**src/rtl/pe_index_sequencer.sv**
```systemverilog
// Drives a single-shot priority encoder repeatedly and streams one index per set bit of each request vector.
// Optional WAIT watchdog enabled by defining PE_SEQ_TIMEOUT_EN.
module pe_index_sequencer #(
    parameter int DATA_LEN       = 20,
    parameter int RESULT_LEN     = $clog2(DATA_LEN),
    parameter int CNT_LEN        = $clog2(DATA_LEN + 1),
    parameter int TIMEOUT_CYCLES = 64
) (
    input  logic                  clk,
    input  logic                  rst,
    input  logic                  in_valid,
    output logic                  in_ready,
    input  logic [DATA_LEN-1:0]   in_data,
    output logic [DATA_LEN-1:0]   pe_data_in,
    output logic                  pe_start,
    input  logic                  pe_ready,
    input  logic                  pe_done,
    input  logic [RESULT_LEN-1:0] pe_result,
    input  logic                  pe_zero_f,
    output logic                  out_valid,
    input  logic                  out_ready,
    output logic [RESULT_LEN-1:0] out_index,
    output logic                  out_last,
    output logic                  out_empty,
    output logic                  busy,
    output logic [CNT_LEN-1:0]    count,
    output logic                  err
);

    typedef enum logic [1:0] {IDLE, LAUNCH, WAIT, EMIT} state_t;

    state_t                  state_reg;
    logic [DATA_LEN-1:0]     work_reg;
    logic [DATA_LEN-1:0]     pe_data_reg;
    logic                    pe_start_reg;
    logic                    out_valid_reg;
    logic [RESULT_LEN-1:0]   out_index_reg;
    logic                    out_last_reg;
    logic                    out_empty_reg;
    logic                    busy_reg;
    logic [CNT_LEN-1:0]      count_reg;
    logic                    err_reg;

    // A result outside the vector shifts the mask to zero, so it can never count as a hit.
    logic [DATA_LEN-1:0]     hit_mask;
    logic [DATA_LEN-1:0]     work_cleared;
    logic                    idx_hit;

    assign hit_mask     = {{(DATA_LEN-1){1'b0}}, 1'b1} << pe_result;
    assign work_cleared = work_reg & ~hit_mask;
    assign idx_hit      = (int'(pe_result) < DATA_LEN) && (|(work_reg & hit_mask));

`ifdef PE_SEQ_TIMEOUT_EN
    logic [$clog2(TIMEOUT_CYCLES+1)-1:0] wd_reg;
`endif

    always_ff @(posedge clk or negedge rst) begin
        if (!rst) begin
            state_reg     <= IDLE;
            work_reg      <= '0;
            pe_data_reg   <= '0;
            pe_start_reg  <= 1'b0;
            out_valid_reg <= 1'b0;
            out_index_reg <= '0;
            out_last_reg  <= 1'b0;
            out_empty_reg <= 1'b0;
            busy_reg      <= 1'b0;
            count_reg     <= '0;
            err_reg       <= 1'b0;
`ifdef PE_SEQ_TIMEOUT_EN
            wd_reg        <= '0;
`endif
        end else begin
            pe_start_reg <= 1'b0;
            case (state_reg)
                IDLE: begin
                    if (in_valid) begin
                        work_reg      <= in_data;
                        pe_data_reg   <= in_data;
                        count_reg     <= '0;
                        busy_reg      <= 1'b1;
                        out_last_reg  <= 1'b0;
                        out_empty_reg <= 1'b0;
                        state_reg     <= LAUNCH;
                    end
                end
                LAUNCH: begin
                    if (pe_ready) begin
                        pe_start_reg <= 1'b1;
                        state_reg    <= WAIT;
`ifdef PE_SEQ_TIMEOUT_EN
                        wd_reg       <= '0;
`endif
                    end
                end
                WAIT: begin
                    if (pe_done) begin
                        out_valid_reg <= 1'b1;
                        state_reg     <= EMIT;
                        if (pe_zero_f) begin
                            out_index_reg <= '0;
                            out_empty_reg <= 1'b1;
                            out_last_reg  <= 1'b1;
                        end else if (!idx_hit) begin
                            // Encoder reported a bit that is not pending: flag it and end this vector.
                            err_reg       <= 1'b1;
                            out_index_reg <= pe_result;
                            out_empty_reg <= 1'b0;
                            out_last_reg  <= 1'b1;
                        end else begin
                            out_index_reg <= pe_result;
                            work_reg      <= work_cleared;
                            out_empty_reg <= 1'b0;
                            out_last_reg  <= (work_cleared == '0);
                        end
                    end
`ifdef PE_SEQ_TIMEOUT_EN
                    else if (int'(wd_reg) == TIMEOUT_CYCLES - 1) begin
                        err_reg       <= 1'b1;
                        out_valid_reg <= 1'b1;
                        out_index_reg <= '0;
                        out_empty_reg <= 1'b0;
                        out_last_reg  <= 1'b1;
                        state_reg     <= EMIT;
                    end else begin
                        wd_reg <= wd_reg + 1'b1;
                    end
`endif
                end
                EMIT: begin
                    if (out_ready) begin
                        out_valid_reg <= 1'b0;
                        if (int'(count_reg) != DATA_LEN) begin
                            count_reg <= count_reg + 1'b1;
                        end
                        if (out_last_reg) begin
                            busy_reg  <= 1'b0;
                            state_reg <= IDLE;
                        end else begin
                            pe_data_reg <= work_reg;
                            state_reg   <= LAUNCH;
                        end
                    end
                end
                default: state_reg <= IDLE;
            endcase
        end
    end

    assign in_ready   = (state_reg == IDLE);
    assign pe_data_in = pe_data_reg;
    assign pe_start   = pe_start_reg;
    assign out_valid  = out_valid_reg;
    assign out_index  = out_index_reg;
    assign out_last   = out_last_reg;
    assign out_empty  = out_empty_reg;
    assign busy       = busy_reg;
    assign count      = count_reg;
    assign err        = err_reg;

endmodule

```
**config.mk**
```make
export PLATFORM = sky130hd
export DESIGN_NAME = pe_index_sequencer
export DESIGN_NICKNAME = d
export VERILOG_FILES = /design/src/rtl/pe_index_sequencer.sv
export SDC_FILE = /design/constraint.sdc
export NUM_CORES = 1
export LEC_CHECK = 0
export CAP_MARGIN = 30
export CORE_UTILIZATION = 30
export DETAILED_ROUTE_END_ITERATION = 16
export GPL_TIMING_DRIVEN = 1
export SLEW_MARGIN = 30
export SYNTH_ARGS = -nofsm -noshare
export SYNTH_HDL_FRONTEND = slang
export SYNTH_SLANG_ARGS = --single-unit
```
**constraint.sdc**
```tcl
create_clock -name clk -period 5.4 [get_ports clk]
set_input_delay 0.81 -clock clk [delete_from_list [all_inputs] [get_ports clk]]
set_output_delay 0.81 -clock clk [all_outputs]
set_load 0.05 [all_outputs]
```
# Word level (Yosys, flattened, before mapping)
# Cells that the tools add are included.
# Widths: inputs -> output; s select.
[totals] output_inout_bits=37 in_bits=32 mem_count=0 regBits=58 ramBits=0 latchBits=0 rom_bits=0 wordCells=84
[classes] div=0 reduce_logical=16 mul=0 n_mux=36 n_shift=1 n_eq_ne=13 bitwise_logic=5 n_lt_le_gt_ge=1 add_sub_neg=1
[ops] cell="$mux 20" n=6
[ops] cell="$pmux 20 s2" n=2
[ops] cell="$and 20x20->20" n=2
[ops] cell="$logic_not 20->1" n=1
[ops] cell="$mux 5" n=4
[ops] cell="$not 20->20" n=1
[ops] cell="$reduce_and 4->1" n=5
[ops] cell="$reduce_or 20->1" n=1
[ops] cell="$shl 1x5->20 const A" n=1
[ops] cell="$ne 2x2->1 const B" n=9
[ops] cell="$mux 1" n=14
[ops] cell="$pmux 5 s2" n=1
[ops] cell="$mux 2" n=4
[ops] cell="$pmux 1 s2" n=4
[ops] cell="$pmux 2 s4" n=1
[ops] cell="$reduce_and 3->1" n=2
[ops] cell="$reduce_bool 2->1" n=3
[ops] cell="$add 5x1->5 const B" n=1
[ops] cell="$lt 5x5->1 const B" n=1
[ops] cell="$ne 5x5->1 const B" n=1
[ops] cell="$reduce_and 5->1" n=1
[ops] cell="$eq 2x2->1 const B" n=2
[ops] cell="$eq 2x1->1 const B" n=1
[ops] cell="$logic_not 2->1" n=1
[ops] cell="other kinds (3)" n=4

# Logic depth before layout (Yosys ltp)
# Gate-level depths: netlist (run 1).
[depth] ltp_word=8 depth_mapped=9 depth_no_buf=8

# Least setup slack after synthesis (run 1)
# OpenSTA, ideal clock, no wires.
[synth_timing] kind="input-to-reg" startpoint="input pe_result[0]" endpoint="register out_last_reg, in the netlist out_last" required_ns=5.305 setup_ns=0.095 arrival_ns=2.387 path_stages=7 setup_slack_ns=2.918 path_buffers=2 path_cell_list="buf_6 -> mux2_4 -> a211o_1 -> or4_4 -> buf_6 -> o31a_1 -> o31ai_1"
[synth_via] elab_chain_cells=8 elab_cells_between_ends=12 cone_classes="order compare: 1; shift: 1; mux: 4; bitwise: 3; reduce/logical: 3"
[synth_rtl] element="from (decl)" line_no="18" text="input logic [RESULT_LEN-1:0] pe_result,"
[synth_rtl] element="$shl 1x5->20" line_no="49" text="assign hit_mask = {{(DATA_LEN-1){1'b0}}, 1'b1} << pe_result;"
[synth_rtl] element="$and 20x20->20 / $not 20->20 (equally long branches)" line_no="51, 50"
[synth_rtl] element="$reduce_or 20->1 / $and 20x20->20 (equally long branches)" line_no="51, 50"
[synth_rtl] element="$logic_and 1x1->1 / $logic_not 20->1 (equally long branches)" line_no="51, 114"
[synth_rtl] element="$mux 1 (*)" line_no="104" text="end else if (!idx_hit) begin"
[synth_rtl] element="$mux 1 (*)" line_no="100" text="if (pe_zero_f) begin"
[synth_rtl] element="$mux 1 (*)" line_no="97" text="if (pe_done) begin"
[synth_rtl] element="$pmux 1 s2 (*)" line_no="75" text="case (state_reg)"
[synth_rtl] element="to (signal assigned)" line_no="114" text="out_last_reg <= (work_cleared == '0);"
[synth_rtl] element="to (decl)" line_no="38" text="logic out_last_reg;"
# Every way passes the cells marked *; elsewhere a longest branch is shown, timed or not. The select of a mux whose other input is x is not followed.
# A chain may end at the register's enable or synchronous reset.

# Worst setup path in the final report (run 1)
[layout_timing] startpoint="input pe_result[1]" endpoint="register out_last_reg, in the netlist out_last"
# Same word-level chain as after synthesis.

==> results of run 1 <==
[cell usage after synthesis (4+ instances only)]
library cell	n	area [um2]
buf_2	7	35.03
nor3b_1	4	30.03
nor2_1	32	120.1
o31ai_1	5	37.54
nor3_1	6	30.03
nand2_1	32	120.1
nand4_1	4	25.02
ha_1	6	75.07
clkbuf_1	12	45.04
o21ai_0	33	165.2
a21oi_1	28	140.1
dfrtp_1	58	1451
nand2b_1	7	43.79
and3b_1	4	35.03
a22o_1	17	148.9
inv_1	11	41.29
nand3_1	9	45.04
mux2i_1	28	280.3
[power by group through the flow]
stage	clock network [mW]	logic (mW)	registers, mW
finish	0.376	1.63	0.855
detailed placement	0	1.64	0.862
CTS	0.388	1.65	0.856
global placement	0	1.62	0.859
floorplan	0	0.779	1.20
global route	0.406	1.77	0.886
[per-layer routing]
layer | share of wire (%) | vias up | GRT usage [%]
met5 | 0 | - | 0
met4 | 0.98 | 0 | 4.012
met3 | 4.7 | 13 | 4.056
met2 | 46 | 73 | 27.28
met1 | 48 | 1429 | 23.79
li1 | - | 1432 | -
[cell type report]
| class | count | area share, % |
|---|---|---|
| Sequential cell | 58 | 33.76 |
| Inverter | 11 | 0.9604 |
| Tap cell | 140 | 4.075 |
| Clock inverter | 6 | 0.9895 |
| Timing Repair Buffer | 74 | 16.65 |
| Multi-Input combinational cell | 268 | 40.37 |
| Clock buffer | 10 | 3.201 |
[worst max path at each step]
stage	depth (start not counted)	endpoint
global route	7	out_last
detailed placement	7	out_last
finish	7	out_last
global placement	7	out_last
CTS	7	out_last
floorplan	7	out_last
[through the flow]
| stage | hold WS, ns | worst slack, ns | area, um2 | std cells | util [%] |
|---|---|---|---|---|---|
| finish | 0.4845 | 2.316 | 4299 | 567 | 39.66 |
| global route | 0.5137 | 2.167 | 4299 | 567 | 39.66 |
| CTS | 0.4928 | 2.156 | 4304 | 567 | 39.70 |
| detailed placement | 0.4744 | 1.821 | 4124 | 551 | 38.04 |
| global placement | 0.4698 | 1.832 | 4124 | 551 | 38.04 |
| floorplan | 0.5054 | 2.918 | 3328 | 359 | - |
[cell families after synthesis]
| kind of cell | synth area share [%] |
|---|---|
| mux | 9.549 |
| compound gates | 21.80 |
| xor+xnor | 0.7896 |
| simple gates | 17.56 |
| flops | 43.61 |
| fa+ha+maj | 2.256 |
| buf+inv | 4.436 |
==> results.md, run 1 <==
- Crit start category: primary input
- Critical Path Source: pe_result[1]
- Most frequent cells in the layout: clkdlybuf4s50_1, dfrtp_1, o21ai_0, nand2_1, nor2_1
- Clk slew on worst S/H paths: about 0.070 ns
- Buf/Inv on CP: 2
- Worst relative slew slack: between 30% and 40%
- Asr flop ratio synth: 100.0%
- Largest net degree at the start of global routing: 59
- Multi-input gate area: approximately 0.0017 mm2
- Placer Congestion: around 0.86
- Layout Skew: roughly 0.0069 ns
- Reg2reg start: state_reg[0]
- RSZ-0062 raised after global routing: false
- Top Ports: 69
- CP Class: primary input to flip-flop
- Fmax: 324.3 MHz
- Total GRT Usage: 17.25%
- P_sw: 1.407 mW
- Root buffer cell: clkbuf_8
- Worst-skew pair later-pin latency: around 0.35 ns
- CTS max path bufs: 2
- Worst EP required: ~5.7 ns
- WL per Instance: between 15 and 20 um
- Slew @ Worst Pin: approximately 0.95 ns
- Minimum clock period: 3.084 ns
- CTS tree: built
- DR vias: between 2000 and 3000
- CTS Hold Buffers Added: 0
- Detailed Route WL: 9.454 mm
- Max cap viols: 0
- Pins Over Slew Limit: 0
- Logic pwr share: 57.0%
- Slowest cell on the critical path: clkdlybuf4s50_1
- Post-route ant nets: 0
- Pre-antenna DRT Iters: 4
- Worst EP arrival: approximately 3.3 ns
- Worst Setup End Kind: flip-flop
- PwrDens: roughly 670 mW/mm2
- H-tree lvl count: 3
- Post-Syn Area per Cell: roughly 9 um2
- Total negative slack: 0 ns
- Total CTS buffers: 9
- Worst Hold Launch: busy
- Share of layout cells above drive strength 1: under 10%
- Seq cells post-synth: between 50 and 60
- Die Ht: 107.3 um
- Commonest non-fill, non-tap cell in the layout: clkdlybuf4s50_1
- DR iter-0 viols: approximately 110
- Post-synthesis cell area: 0.003328 mm2
- Worst Hold Class: flip-flop to flip-flop
- CTS Sinks: a little under 60
- # rows: 38
- R2R depth: 7
- Initial antenna violation count: 0
- Fillers: approximately 1100
- Sequential fraction of the synthesis area: ~44%
- Area delta synth->final: 29.17%
- Final setup viols: 0
- Outcome: finished clean
- Final nets: 460
- Yosys warns: 0
- EDFF count, synth: 0
- Worst Path Max Fanout: 22
- Leak: 1.790 nW
- Final Total Pwr: around 2.9 mW
- Cells after Synth: 359
- Internal Power: 1.457 mW
- Hpwl dp: around 7 mm
- CP cell instances: clkdlybuf4s50_1 -> inv_1 -> a32oi_1 -> nor2_1 -> or4_4 -> o31a_1 -> o31ai_1
- Worst vdd ir: 0.2737 mV
- Grt ovf: 0
- First-pass GRT wire length: about 15 mm
- Yosys cell types: between 50 and 60
- Ys flop type: dfrtp_1
- N_diodes: 0
- Drt drc: 0
- Hold EP: busy
- Port Buffer Count: between 60 and 70
- Core area: about 0.011 mm2
- FF/Latch Area: 0.001451 mm2
- # resized after CTS: 0
- Vias in the first global route: between 2000 and 3000
- Hold Vio Cnt, Final: 0
- Vias per cell: 5.198
- FF-to-FF End: work_reg[6]
- Postcts setup bufs: 0
- Hold-critical path depth: 1
- Clk network pwr share: between 10% and 20%
- Sequential Power Share: about 30%
- Syn Nets: approximately 400
- Fin crit share: a little under three fifths
- Initial core utilization: a little under a third
- Sw Share: 49.13%
- Critical path's largest stage delay: between 0.9 and 1 ns
- Die width: about 110 um
- Die area: 0.01152 mm2
- Register-to-register setup slack: 2.51 ns
- Crit path max-delay family: buffers and inverters
(Power assumes the default switching activity.)
==> run 2: changes to the inputs <==
- clock period: 5.4 -> 3.2 ns (I/O delays scaled with it)
==> results.md, run 2 (synthesis results as in run 1) <==
- Worst EP required: 3.45 ns (was 5.65 ns)
- Leak: 1.862 nW (was 1.790 nW)
- Reg2reg start: state_reg[0] (unchanged)
- Fillers: 1117 (was 1123)
- Crit path capture: out_last (unchanged)
- Postcts setup bufs: 0 (unchanged)
- Slew @ Worst Pin: 0.5811 ns (was 0.9465 ns)
- Met3 GRT Util: 3.329% (was 4.056%)
- Fin crit share: between 70% and 80%
- Pins Over Slew Limit: 0 (unchanged)
- Area delta synth->final: 33.05% (was 29.17%)
- Global routing's busiest layer: met2 (unchanged)
- Worst Setup End Kind: flip-flop (unchanged)
- FF-to-FF End: work_reg[11] (was work_reg[6])
- DR vias: 2966 (was 2947)
- CTS Hold Buffers Added: 0 (unchanged)
- Port Buffer Count: 68 (unchanged)
- Logic pwr share: 54.8% (was 57.0%)
- Clk network pwr share: 16.7% (was 13.1%)
- Crit start category: primary input (unchanged)
- Sw Share: 47.07% (was 49.13%)
- Share of layout cells above drive strength 1: 9.677% (was 8.431%)
- Layout Skew: 0.009827 ns (was 0.006876 ns)
- Grt ovf: 0 (unchanged)
- Placer Congestion: 0.8658 (was 0.8640)
- Worst relative slew slack: 61.26% (was 36.90%)
- Multi-input gate area: 0.001735 mm2 (unchanged)
- Pre-antenna DRT Iters: 5 (was 4)
- Sequential Power Share: 28.5% (was 29.9%)
- Most frequent cells in the layout: clkdlybuf4s50_1, dfrtp_1, o21ai_0, nand2_1, nor2_1 (unchanged)
- Initial core utilization: 30.70% (unchanged)
- First-pass GRT wire length: 15.43 mm (was 15.26 mm)
- Drt drc: 0 (unchanged)
- H-tree lvl count: 3 (unchanged)
- Vias in the first global route: 2900 (was 2876)
- Core area: 0.01084 mm2 (unchanged)
- CTS tree: built (unchanged)
- Final setup viols: 0 (unchanged)
- Hpwl dp: 7.073 mm (was 6.808 mm)
- Fmax: 393.4 MHz
- Hold Vio Cnt, Final: 0 (unchanged)
- P_sw: 2.397 mW (was 1.407 mW)
- Worst Path Max Fanout: 11 (was 22)
- R2R depth: 8 (was 7)
- # resized after CTS: 0 (unchanged)
- N_diodes: 0 (unchanged)
- Total negative slack: 0 ns (unchanged)
- Clk slew on worst S/H paths: 0.08 ns (was 0.07 ns)
- Internal Power: 2.696 mW (was 1.457 mW)
- CP Class: primary input to flip-flop (unchanged)
- Final Total Pwr: 5.094 mW (was 2.864 mW)
- Post-route ant nets: 0 (unchanged)
- FF/Latch Area: 0.001451 mm2 (unchanged)
- Total CTS buffers: 9 (unchanged)
- Final nets: 467 (was 460)
- Worst Hold Class: primary input to asynchronous set/reset pin (was flip-flop to flip-flop)
- Top Ports: 69 (unchanged)
- Worst vdd ir: 0.5416 mV (was 0.2737 mV)
- Worst EP arrival: 2.79 ns (was 3.34 ns)
- CTS max path bufs: 2 (unchanged)
- Initial antenna violation count: 0 (unchanged)
- CTS Sinks: 58 (unchanged)
- WL per Instance: 16.49 um (was 16.67 um)
- Commonest non-fill, non-tap cell in the layout: clkdlybuf4s50_1 (unchanged)
- # rows: 38 (unchanged)
- GRT met1 Usage: 24.73% (was 23.79%)
- Total GRT Usage: 17.53% (was 17.25%)
- Critical Path Source: pe_result[2] (was pe_result[1])
- Die area: 0.01152 mm2 (unchanged)
- Minimum clock period: roughly 2.5 ns
- Die Ht: 107.3 um (unchanged)
- Root buffer cell: clkbuf_8 (unchanged)
- Register-to-register setup slack: 0.85 ns (was 2.51 ns)
- Worst-skew pair later-pin latency: 0.34 ns (was 0.35 ns)
- Vias per cell: 5.167 (was 5.198)
- GR Util met2: 27.19% (was 27.28%)
- Die width: 107.3 um (unchanged)
- Outcome: finished clean (unchanged)
- Largest net degree at the start of global routing: 46 (was 59)
- PwrDens: 1150 mW/mm2 (was 666.3 mW/mm2)
- DR iter-0 viols: 126 (was 114)
- RSZ-0062 raised after global routing: false (unchanged)
- Max cap viols: 0 (unchanged)
- Detailed Route WL: 9.467 mm (was 9.454 mm)
## run 2: cell count changes in the layout (fill, tap and decap cells not counted)
| cell | before | now |
|---|---|---|
| clkdlybuf4s50_1 | 66 | 67 |
| bufinv_16 | 0 | 3 |
| clkbuf_8 | 10 | 9 |
| clkinv_2 | 2 | 0 |
| buf_4 | 6 | 14 |
| clkinv_4 | 2 | 3 |
| inv_6 | 0 | 1 |
| clkinvlp_4 | 2 | 0 |
| buf_2 | 2 | 0 |
## run 2: power by group through the flow
| stage | clock network, mW | logic [mW] | registers (mW) |
|---|---|---|---|
| 2_1_floorplan | 0 | 1.31 | 2.02 |
| 3_3_place_gp | 0 | 2.75 | 1.46 |
| 3_5_place_dp | 0 | 2.80 | 1.46 |
| 4_1_cts | 0.871 | 2.81 | 1.45 |
| 5_1_grt | 0.906 | 3.04 | 1.50 |
| 6_report | 0.853 | 2.79 | 1.45 |
## run 2: cell type report
type                       instances  area share (%)
multi-input combinational        268           39.19
sequential                        58           32.78
timing repair buffer              81           17.52
tap                              140           3.956
clock inverter                     7           2.826
clock buffer                       9           2.797
inverter                          11          0.9325
## run 2: critical path, stage by stage
cell	delay [ns]
clkdlybuf4s50_1	0.69
or3_1	0.32
a211oi_1	0.08
a211o_1	0.29
or4_4	0.54
o31a_1	0.32
o31ai_1	0.06
## run 2: worst min-delay path by stage
stage / start / endpoint / slack, ns / depth (start not counted)
3_3_place_gp: out_index[2] / out_index[2] / 0.46 / 2
2_1_floorplan: rst / busy / 0.18 / 0
3_5_place_dp: busy / busy / 0.47 / 1
4_1_cts: rst / pe_data_in[12] / 0.16 / 1
6_report: rst / pe_data_in[1] / 0.14 / 1
5_1_grt: rst / pe_data_in[12] / 0.18 / 1
## run 2: through the flow
step | hold WS, ns | instances | worst slack [ns] | cell area [um2] | utilization [%]
6_report | 0.1364 | 574 | 0.6578 | 4428 | 40.85
3_5_place_dp | 0.4696 | 558 | 0.3255 | 4179 | 38.55
3_3_place_gp | 0.4643 | 558 | 0.3609 | 4177 | 38.53
5_1_grt | 0.1801 | 574 | 0.4865 | 4428 | 40.85
2_1_floorplan | 0.1844 | 359 | 0.9152 | 3328 | -
4_1_cts | 0.1602 | 574 | 0.6885 | 4428 | 40.85
## run 2: layer usage
metal	part of all wire (%)	up-vias
li1	-	1450
met1	48	1438
met2	46	70
met3	4.9	8
met4	0.97	0
met5	0	-
==> variant 1, RTL diff (config.mk and constraints of run 2) <==
The parameter `DATA_LEN` goes from 20 to 40.
--- a/src/rtl/pe_index_sequencer.sv
+++ b/src/rtl/pe_index_sequencer.sv
@@ -2,5 +2,5 @@
 // Optional WAIT watchdog enabled by defining PE_SEQ_TIMEOUT_EN.
 module pe_index_sequencer #(
-    parameter int DATA_LEN       = 20,
+    parameter int DATA_LEN       = 40,
     parameter int RESULT_LEN     = $clog2(DATA_LEN),
     parameter int CNT_LEN        = $clog2(DATA_LEN + 1),
Ports: changed (5 resized); port bits go from 69 to 112. The function was not compared with the original's and may differ.
==> variant 1 against run 2 <==
- via count rose by 64%
- synthesized area rose by 71%
- critical path type unchanged
- final area rose by 69%
- largest cell class unchanged
- combinational power increased by 51%
- wire length up 93%
- synthesized cell count increased by 59%
- register-to-register slack better by 0.06 ns
- non-clock buffer count is 63 higher
- first-iteration DRC count rose by 110%
- power up 57%
- setup slack worse by 0.17 ns
- sequential cell count grew 42
- critical endpoint is now work_reg[7]
==> variant 1: results (changes against run 2) <==
* Multi-input gates at 422 (was 268)
* Port-buffer cells at 111 (was 68)
* Synth cell types at 67 (was 51)
* Clock skew at 0.007556 ns (was 0.009827 ns)
* Synth top area cells: dfrtp_1 44%, mux2i_1 16%, a21oi_1 5.3% (was dfrtp_1 44%, mux2i_1 8.4%, o21ai_0 5.0%)
* First-pass GRT wire length at 29.28 mm (was 15.43 mm)
* P_int at 4.249 mW (was 2.696 mW)
* Multi-input combinational area share at 38.43% (was 39.19%)
* Seq/Total Area, Yosys at 44.01% (was 43.61%)
* Fin Hold WS at 0.1764 ns (was 0.1364 ns)
* Layout cells sized above 1 at 10.89% (was 9.677%)
* Fillers at 1781 (was 1117)
* Clock root buffer: clkbuf_16 (was clkbuf_8)
* Sequential cell count at 100 (was 58)
* Clock buffers at 12 (was 9)
* Seq. pwr at 2.48 mW (was 1.45 mW)
* R2R Setup Slk at 0.91 ns (was 0.85 ns)
* Non-CTS buffers at 144 (was 81)
* Vias in the first global route at 5023 (was 2900)
* Register area at 0.002502 mm² (was 0.001451 mm²)
* GR met3 Demand/Resource at 3.372% (was 3.329%)
* Min Tclk post-route at 2.709 ns (was 2.542 ns)
* Post-Syn Nets at 631 (was 397)
* Met2 Usage GRT at 30.31% (was 27.19%)
* P_leak at 3.034 nW (was 1.862 nW)
* DP HPWL at 13.58 mm (was 7.073 mm)
* Status: finished clean (unchanged)
* Gp weighted congestion at 0.9121 (was 0.8658)
* Combinational power at 4.20 mW (was 2.79 mW)
* Invs w/o clock at 7 (was 11)
* Largest net degree at the start of global routing at 101 (was 46)
* Clock-cell share of area at 4.708% (was 5.623%)
* Met1 Use GR at 27.12% (was 24.73%)
* DR iter-0 viols at 261 (was 126)
* Wire per inst at 19.94 µm (was 16.49 µm)
* Nets at 743 (was 467)
* VDD IR-drop max at 533.7 µV (was 541.6 µV)
* Via count at 4852 (was 2966)
* Worst rel slew slack at 50.50% (was 61.26%)
* Setup WS pre-CTS at 0.1527 ns (was 0.3255 ns)
* GRT Resource Usage Total at 19.63% (was 17.53%)
* WP data arrival at 2.98 ns (was 2.79 ns)
[variant 1: cell types whose count changed after synthesis, moves of 9 or more]
cell / before / now
a21oi_1: 28 / 60
mux2i_1: 28 / 89
nor2_1: 32 / 62
a22o_1: 17 / 1
a31oi_1: 1 / 25
o21ai_0: 33 / 54
nand2_1: 32 / 23
dfrtp_1: 58 / 100
[variant 1: cells by family (layout without fill, tap and decap cells)]
family	count (synthesis)	in the layout	share of synthesized area (%)
compound gates	165	165	17.80
simple gates	156	156	14.19
flops	100	100	44.01
mux	91	91	16.26
buf+inv	50	167	5.788
fa+ha+maj	6	6	1.320
xor+xnor	4	4	0.6163
[variant 1: through the flow]
stage | power (mW) | cells | utilization [%] | cell area (µm²)
floorplan | 5.234 | 572 | - | 5685
global route | 8.493 | 918 | 40.88 | 7468
global placement | 6.655 | 902 | 38.95 | 7117
CTS | 8.048 | 918 | 40.88 | 7468
detailed placement | 6.708 | 902 | 38.95 | 7117
finish | 7.978 | 918 | 40.88 | 7468
[variant 1: path summary, 6_finish.rpt]
| path | from | to | depth (start not counted) |
|---|---|---|---|
| setup / recovery | pe_result[3] | work_reg[7] | 9 |
| hold / removal | rst | count[4] | 2 |
| setup reg to reg | work_reg[29] | work_reg[7] | 8 |
| hold reg to reg | out_index[5] | out_index[5] | 2 |
| max in group asynchronous | rst | work_reg[19] | 2 |
| min in group clk | out_index[5] | out_index[5] | 2 |
[variant 1: per-layer routing]
layer,vias to the layer above,routed length [µm]
met1,2371,8837
met4,0,454
met3,27,787
met2,133,8228
li1,2321,-
met5,-,0
[variant 1: critical path, cell delays in order]
cell	delay [ns]
clkdlybuf4s50_1	0.60
buf_4	0.19
mux2i_1	0.19
o22ai_1	0.09
a222oi_1	0.37
and4_1	0.53
a211oi_4	0.13
buf_12	0.19
a31oi_1	0.19
==> variant 2, RTL diff (flow settings as in run 2) <==
Made on the original files. Re-encode `state_t` (4 states) as one-hot, 4 bits wide.
--- a/src/rtl/pe_index_sequencer.sv
+++ b/src/rtl/pe_index_sequencer.sv
@@ -28,5 +28,5 @@
 );
 
-    typedef enum logic [1:0] {IDLE, LAUNCH, WAIT, EMIT} state_t;
+    typedef enum logic [3:0] {IDLE = 4'b0001, LAUNCH = 4'b0010, WAIT = 4'b0100, EMIT = 4'b1000} state_t;
 
     state_t                  state_reg;
Check against the original RTL: no difference found for any inputs over 4 cycles, from zero or initial values and one cycle with rst low; so few cycles prove little.
==> variant 2 against run 2 <==
- final area is 1.1% lower
- combinational power is 37% lower
- sequential power is 7% lower
- cell count is 0.87% lower
- sequential cell count is 2 higher
- fmax is 11% lower
- global-route usage is 0.40 points higher
- setup slack worse by 0.31 ns
- die area is 0.51% lower
- synthesized area is 0.53% lower
- power is 22% lower
- wire length is 3.2% higher
- largest cell class unchanged
- highest routed layer unchanged
==> variant 2: results (changes against run 2) <==
* Largest net degree at the start of global routing at 44 (was 46)
* WP data arrival at 2.38 ns (was 2.79 ns)
* R2R Setup Slk at 0.99 ns (was 0.85 ns)
* DP Cell Count at 553 (was 558)
* Fillers at 1067 (was 1117)
* Synth cell count leaders: 61 x nand2_1, 59 x dfrtp_1, 50 x o21ai_0, 24 x mux2i_1, 16 x clkbuf_1 (was 58 x dfrtp_1, 33 x o21ai_0, 32 x nand2_1, 32 x nor2_1)
* DR iter-0 viols at 122 (was 126)
* Ant. Diodes at 0 (unchanged)
* Layout cells sized above 1 at 9.469% (was 9.677%)
* Setup WS pre-CTS at 0.4037 ns (was 0.3255 ns)
* Number of buffers on the longest clock path at 2 (unchanged)
* Synth top area cells: dfrtp_1 45%, o21ai_0 7.6%, mux2i_1 7.3% (was dfrtp_1 44%, mux2i_1 8.4%, o21ai_0 5.0%)
* Port-buffer cells at 68 (unchanged)
* GRT Resource Usage Total at 17.93% (was 17.53%)
* P_leak at 1.911 nW (was 1.862 nW)
* Clock root buffer: clkbuf_8 (unchanged)
* Synth cell types at 52 (was 51)
* Clock skew at 0.01206 ns (was 0.009827 ns)
* Worst rel slew slack at 44.85% (was 61.26%)
* DP HPWL at 7.110 mm (was 7.073 mm)
* H-tree lvl count at 3 (unchanged)
* Vias in the first global route at 2851 (was 2900)
* TritonCTS buffer count at 9 (unchanged)
* First-pass GRT wire length at 15.61 mm (was 15.43 mm)
* CTS resizes at 0 (unchanged)
* Status: finished clean (unchanged)
* Drt via density at 5.158 (was 5.167)
* Fin Hold WS at 0.1258 ns (was 0.1364 ns)
* Min Tclk post-route at 2.855 ns (was 2.542 ns)
* HP Class: primary input to asynchronous set/reset pin (unchanged)
* Drt total wl at 9.774 mm (was 9.467 mm)
* Switching Share at 43.97% (was 47.07%)
* Post-Syn Nets at 396 (was 397)
* Async S/R FF share, synth at 100.0% (unchanged)
* Nets at 462 (was 467)
* VDD IR-drop max at 350.9 µV (was 541.6 µV)
* Post-Synthesis Cells at 362 (was 359)
* Seq/Total Area, Yosys at 45.39% (was 43.61%)
* Antenna violations before repair at 0 (unchanged)
* Final Non-Filler Cells at 569 (was 574)
* Post-synth top flop: dfrtp_1 (unchanged)
* Gp weighted congestion at 0.8490 (was 0.8658)
* Critical-path maximum fanout at 9 (was 11)
* R2r worst-path depth at 6 (was 8)
-- variant 2: path summary, 6_finish.rpt --
check                        startpoint             end
setup / recovery           state_reg[0]        in_ready
hold / removal                      rst  pe_data_in[14]
max in group asynchronous           rst    state_reg[0]
setup reg to reg           state_reg[0]  pe_data_in[15]
hold reg to reg                     err             err
min in group clk                    err             err
-- variant 2: cell families (layout without fill, tap and decap cells) --
logic type      Yosys count  count (layout)  synth area share (%)
mux                      28              28                 8.957
compound gates          109             109                 20.64
simple gates            127             127                 19.43
fa+ha+maj                 2               2                0.7557
flops                    60              60                 45.39
buf+inv                  35             106                 4.573
xor+xnor                  1               1                0.2646
-- variant 2: per-stage QoR --
step | util, % | area, µm² | power, mW
after floorplan | - | 3311 | 2.501
after global placement | 39.39 | 4139 | 3.122
after detailed placement | 39.41 | 4141 | 3.138
after CTS | 41.68 | 4380 | 3.987
after global routing | 41.68 | 4380 | 4.191
final | 41.68 | 4380 | 3.959
-- variant 2: power groups by stage --
stage                     sequential (mW)  clock [mW]  combinational [mW]
after detailed placement             1.36           0                1.78
after CTS                            1.35       0.859                1.78
after global routing                 1.39       0.895                1.90
final                                1.35       0.844                1.76
after floorplan                      1.80           0               0.703
after global placement               1.35           0                1.77
-- variant 2: metal layers --
layer  GRT usage (%)  routed length, µm  up-vias
li1                -                  -     1450
met1           25.87               4807     1402
met2           27.00               4357       70
met3           2.857                432       13
met4           6.360                176        0
met5               0                  0        -
-- variant 2: critical path, stage by stage, from the launching register on --
cell	delay, ns
dfstp_2	0.62
or4b_1	0.52
inv_1	0.09
clkdlybuf4s50_1	0.79
-- variant 2: final cells by class --
class                      instances  area share, %
tap                              136          3.885
clock buffer                       9          2.828
inverter                          10         0.8569
timing repair buffer              80          17.54
sequential                        60          34.30
multi-input combinational        267          37.96
clock inverter                     7          2.628
